==> config.mk <==
export PLATFORM = sky130hd
export DESIGN_NAME = ov7670_capture
export DESIGN_NICKNAME = d
export VERILOG_FILES = /design/src/rtl/ov7670_pkg.sv /design/src/rtl/ov7670_capture_byte_pair.sv /design/src/rtl/ov7670_capture.sv
export SDC_FILE = /design/constraint.sdc
export NUM_CORES = 1
export LEC_CHECK = 0
export ABC_AREA = 1
export CAP_MARGIN = 20
export CORE_UTILIZATION = 46
export DETAILED_ROUTE_END_ITERATION = 10
export PLACE_DENSITY = 0.74
export SYNTH_ARGS = -nofsm -noshare
export SYNTH_HDL_FRONTEND = slang
export SYNTH_SLANG_ARGS = --single-unit
==> constraint.sdc <==
create_clock -name clk -period 3.1 [get_ports clk]
set_clock_uncertainty 0.15 [all_clocks]
set_input_delay 0.62 -clock clk [delete_from_list [all_inputs] [get_ports clk]]
set_output_delay 0.62 -clock clk [all_outputs]
set_load 0.01 [all_outputs]
==> src/rtl/ov7670_pkg.sv <==
// ov7670_pkg: capture state encoding, video geometry and RGB565 field layout shared by capture and display
package ov7670_pkg;

    typedef enum logic [1:0] {IDLE, WAIT_VS, ACTIVE} cap_state_t;

    localparam int QVGA_W = 320;
    localparam int QVGA_H = 240;
    localparam int VGA_W  = 640;
    localparam int VGA_H  = 480;

    localparam int RGB_R_MSB = 15;
    localparam int RGB_R_LSB = 11;
    localparam int RGB_G_MSB = 10;
    localparam int RGB_G_LSB = 5;
    localparam int RGB_B_MSB = 4;
    localparam int RGB_B_LSB = 0;

    function automatic logic [15:0] rgb565(input logic [4:0] r, input logic [5:0] g, input logic [4:0] b);
        return {r, g, b};
    endfunction

endpackage

==> src/rtl/ov7670_capture_byte_pair.sv <==
// cam_byte_pair: joins two camera bytes into one RGB565 word and issues the registered write strobe
module cam_byte_pair
    import ov7670_pkg::*;
(
    input  logic        clk,
    input  logic        rst,
    input  logic        i_clear,
    input  logic        i_take,
    input  logic        i_drop,
    input  logic        i_block,
    input  logic [7:0]  i_d,
    output logic        o_phase,
    output logic [15:0] o_data,
    output logic        o_wr
);

    logic       r_phase;
    logic [7:0] r_hi;
    logic [15:0] r_data;
    logic       r_wr;

    // first byte is held, second byte completes the word unless the frame buffer is full
    always_ff @(posedge clk) begin
        if (rst) begin
            r_phase <= 1'b0;
            r_hi    <= '0;
            r_data  <= '0;
            r_wr    <= 1'b0;
        end else begin
            r_wr <= 1'b0;
            if (i_clear || i_drop) begin
                r_phase <= 1'b0;
            end else if (i_take) begin
                r_phase <= ~r_phase;
                if (!r_phase) begin
                    r_hi <= i_d;
                end else if (!i_block) begin
                    r_data <= {r_hi, i_d};
                    r_wr   <= 1'b1;
                end
            end
        end
    end

    assign o_phase = r_phase;
    assign o_data  = r_data;
    assign o_wr    = r_wr;

endmodule

==> src/rtl/ov7670_capture.sv <==
// ov7670_capture: frame-synchronised OV7670 byte capture into sequential RGB565 frame-buffer writes
module ov7670_capture
    import ov7670_pkg::*;
#(
    parameter int FRAME_PIXELS = QVGA_W * QVGA_H,
    parameter int ADDR_WIDTH   = 17,
    parameter int LINE_WIDTH   = 10
) (
    input  logic                  clk,
    input  logic                  rst,
    input  logic                  capture_en,
    input  logic                  vsync,
    input  logic                  href,
    input  logic [7:0]            d,
    output logic [ADDR_WIDTH-1:0] wr_addr,
    output logic [15:0]           wr_data,
    output logic                  wr_en,
    output logic [LINE_WIDTH-1:0] line_count,
    output logic                  frame_done,
    output logic                  overflow,
    output logic                  odd_line
);

    cap_state_t            r_state;
    logic                  r_vsync_q;
    logic                  r_href_q;
    logic [ADDR_WIDTH-1:0] r_wr_addr;
    logic [LINE_WIDTH-1:0] r_line_count;
    logic                  r_frame_done;
    logic                  r_overflow;
    logic                  r_odd_line;

    logic w_vs_fall, w_vs_rise, w_hr_fall, w_active, w_start;
    logic w_take, w_drop, w_clear, w_block, w_phase, w_wr;

    assign w_vs_fall = r_vsync_q & ~vsync;
    assign w_vs_rise = ~r_vsync_q & vsync;
    assign w_hr_fall = r_href_q & ~href;
    assign w_active  = r_state == ACTIVE;
    assign w_start   = (r_state == WAIT_VS) & w_vs_fall;
    assign w_take    = w_active & href & ~w_vs_rise;
    assign w_drop    = w_active & w_hr_fall;
    assign w_clear   = w_start | (w_active & w_vs_rise);
    assign w_block   = r_wr_addr == ADDR_WIDTH'(FRAME_PIXELS);

    cam_byte_pair u_pair (
        .clk     (clk),
        .rst     (rst),
        .i_clear (w_clear),
        .i_take  (w_take),
        .i_drop  (w_drop),
        .i_block (w_block),
        .i_d     (d),
        .o_phase (w_phase),
        .o_data  (wr_data),
        .o_wr    (w_wr)
    );

    // frame state machine, address/line counters and sticky status flags
    always_ff @(posedge clk) begin
        if (rst) begin
            r_state      <= IDLE;
            r_vsync_q    <= 1'b0;
            r_href_q     <= 1'b0;
            r_wr_addr    <= '0;
            r_line_count <= '0;
            r_frame_done <= 1'b0;
            r_overflow   <= 1'b0;
            r_odd_line   <= 1'b0;
        end else begin
            r_vsync_q    <= vsync;
            r_href_q     <= href;
            r_frame_done <= 1'b0;
            if (w_wr)
                r_wr_addr <= r_wr_addr + 1'b1;
            case (r_state)
                IDLE: begin
                    if (capture_en)
                        r_state <= WAIT_VS;
                end
                WAIT_VS: begin
                    if (w_vs_fall) begin
                        r_state      <= ACTIVE;
                        r_wr_addr    <= '0;
                        r_line_count <= '0;
                        r_overflow   <= 1'b0;
                        r_odd_line   <= 1'b0;
                    end else if (!capture_en) begin
                        r_state <= IDLE;
                    end
                end
                ACTIVE: begin
                    if (w_hr_fall) begin
                        if (~&r_line_count)
                            r_line_count <= r_line_count + 1'b1;
                        if (w_phase)
                            r_odd_line <= 1'b1;
                    end
                    if (w_take && w_phase && w_block)
                        r_overflow <= 1'b1;
                    if (w_vs_rise) begin
                        r_frame_done <= 1'b1;
                        r_state      <= capture_en ? WAIT_VS : IDLE;
                    end
                end
                default: r_state <= IDLE;
            endcase
        end
    end

    assign wr_addr    = r_wr_addr;
    assign wr_en      = w_wr;
    assign line_count = r_line_count;
    assign frame_done = r_frame_done;
    assign overflow   = r_overflow;
    assign odd_line   = r_odd_line;

endmodule

==> flow_summary.ini <==
[outcome]
outcome = finished clean

[global_route]
grt_pass1_wl_microns = 10120
antenna_found_initial = 0
grt_max_degree = 26
grt_overflow = 0
first_global_vias = 2239
grt.total_usage_pct = 20.87

[clock_network]
numClockSinks = 60
numCtsBuffers = 9
worst_skew_pair.late_latency_ns = 0.34
clockBufferDepth = 2
clock_tree.root_cell = clkbuf_8
postCtsHoldBufs = 0
htreeDepth = 3
cts_resized = 0
cts_tree = built
clk_pin_slew_ns = 0.07
post_cts_buffers = 0

[timing]
setup_slack_ns = 0.8611
max_slew_margin_pct = 74.79
setup-tns-final_ns = 0
finalSetupViolations = 0
min_period_ns = 2.239
fin_crit_sh_pct = 72.22
tightest_slew_ns = 0.3778
hold_viol = 0
rsz0062_at_grt = false
final-max-slew-violation-count = 0
fmax_ghz = 0.4467

[finish]
area_growth_syn_to_layout_pct = 32.12
final_layout_size_suffix_gt1_share_pct = 8.744
fin_nets = 457
antenna-diode-count = 0

[worst_setup_path]
crit_slowest_cell = clkdlybuf4s50_1
path_max_fanout = 8
crit_chain = clkdlybuf4s50_1
end_kind = primary output
cp.required_ns = 2.33
worst-setup-path-type = reg -> out
crit_buf_inv = 1
crit_family = buffers and inverters
crit_arrival_ns = 1.47
max_stage_delay_ns = 0.60
critPathLaunchType = flip-flop

[flow_run]
max_cap_violations = 0

[synth]
synthTopCellsByArea = dfxtp_1, nand2_1, nor2_1, nand3_1, a21oi_1
syn-num-nets = 395
yosys_most_used_dff = dfxtp_1
synth_edf_count = 0
synth.most_common_cell = nand2_1
ys_top_cells_by_count = nand2_1, nor2_1, dfxtp_1
synth-seq-cells = 60
syn_area_sq_um = 2723
ys.warnings.count = 0
postSynthAreaPerCell_sq_um = 7.184
syn_inst = 379
yosys.area.top_type = dfxtp_1
synthArstFlopShare_pct = 0
synth.distinct_cells = 30
seq_area_frac_synth_pct = 44.12
synth_top_area_share_pct = 44.12

[detailed_routing]
drtIter0Drc = 157
vias = 2578
viasPerCell = 4.977
routedWlPerCell_microns = 11.95
ant_nets = 0
drc = 0
wl_microns = 6189
drt-pass1-iter-count = 4

[floorplanning]
num_rows = 27
initial_core_util_pct = 48.55
die_w_microns = 78.94
die_h_microns = 78.94
ios = 60
core_sq_um = 5608
dieArea_sq_um = 6231

[power_and_ir_drop]
p_total_uw = 1674
p_leak_uw = 0.001313
vdd_drop_max_mv = 0.4359
powerDensity_nw_per_um2 = 465.5

[place]
dp_slack_ns = 0.6555
hpwl_microns = 4492
place.gp.congestion = 0.7918
io_buffers = 59

[hold_path]
hp-class = reg -> reg
## power breakdown
group	total (uW)	switching [uW]	internal [uW]	leakage, uW
clock network	847	317	530	0.000115
logic	52.1	30.3	21.8	0.000714
registers	775	1.24	774	0.000484
total	1670	348	1330	0.00131
## cells by family (layout without fill, tap and decap cells)
family	count (synthesis)	in the layout	share of synthesized area, %
AOI/OAI and AO/OA	55	55	10.52
xor gates and xnor gates	4	4	1.287
adders and majority gates	3	3	1.379
buffers and inverters	52	119	8.226
DFF	60	60	44.12
and+or+nand+nor	205	205	34.47
## layout make-up
class | count | area [sq um]
flip-flops and latches | 60 | 1201
multi-input cells | 267 | 1297
well taps | 72 | 90.09
clock buffers | 9 | 123.9
repair buffers | 61 | 605.6
fillers | 513 | 2011
clock inverters | 7 | 115.1
inverters | 42 | 163.9
## metal layers
metal  part of all wire (%)  vias up  wire (microns)  GRT usage (%)
met5                      0        -               0              0
met4                    1.6        0             102          7.818
met3                    6.1       10             376          6.782
met2                     46       75            2872          33.39
met1                     46     1150            2838          26.13
li1                       -     1343               -              -
## per-stage QoR
step                      area, sq um  hold WS (ns)  cells  utilization [%]
final                            3597        0.3124    518            64.15
after global routing             3597        0.3407    518            64.15
after CTS                        3597        0.3165    518            64.15
after detailed placement         3358        0.3027    502            59.88
after global placement           3358        0.3035    502            59.88
after floorplan                  2723        0.3085    379                -
## sequential cells by signal, indices dropped and copies added (netlist names)
register,count
frame_done,1
u_pair.r_hi,8
u_pair.o_phase,1
line_count,10
u_pair.o_data,16
r_vsync_q,1
wr_addr,17
overflow,1
r_state,2
r_href_q,1
u_pair.o_wr,1
odd_line,1
## worst paths after layout
path | startpoint | end | slack, ns | cells after the start
worst max register to register | line_count[1] | line_count[3] | 1.35 | 9
worst min-delay path | line_count[8] | line_count[8] | 0.31 | 2
worst max-delay path | line_count[4] | line_count[4] | 0.86 | 1
worst min register to register | line_count[8] | line_count[8] | 0.31 | 2
## layout by cell type (no fill, tap or decap), types with 5 or more instances in the layout
| master | n |
|---|---|
| a21oi_1 | 33 |
| nor2_1 | 67 |
| clkdlybuf4s50_1 | 59 |
| nor3_1 | 6 |
| inv_1 | 37 |
| nand2_1 | 75 |
| clkbuf_8 | 9 |
| dfxtp_1 | 60 |
| o21ai_0 | 18 |
| nand3_1 | 35 |
| nand4_1 | 5 |
(Power assumes the default switching activity.)
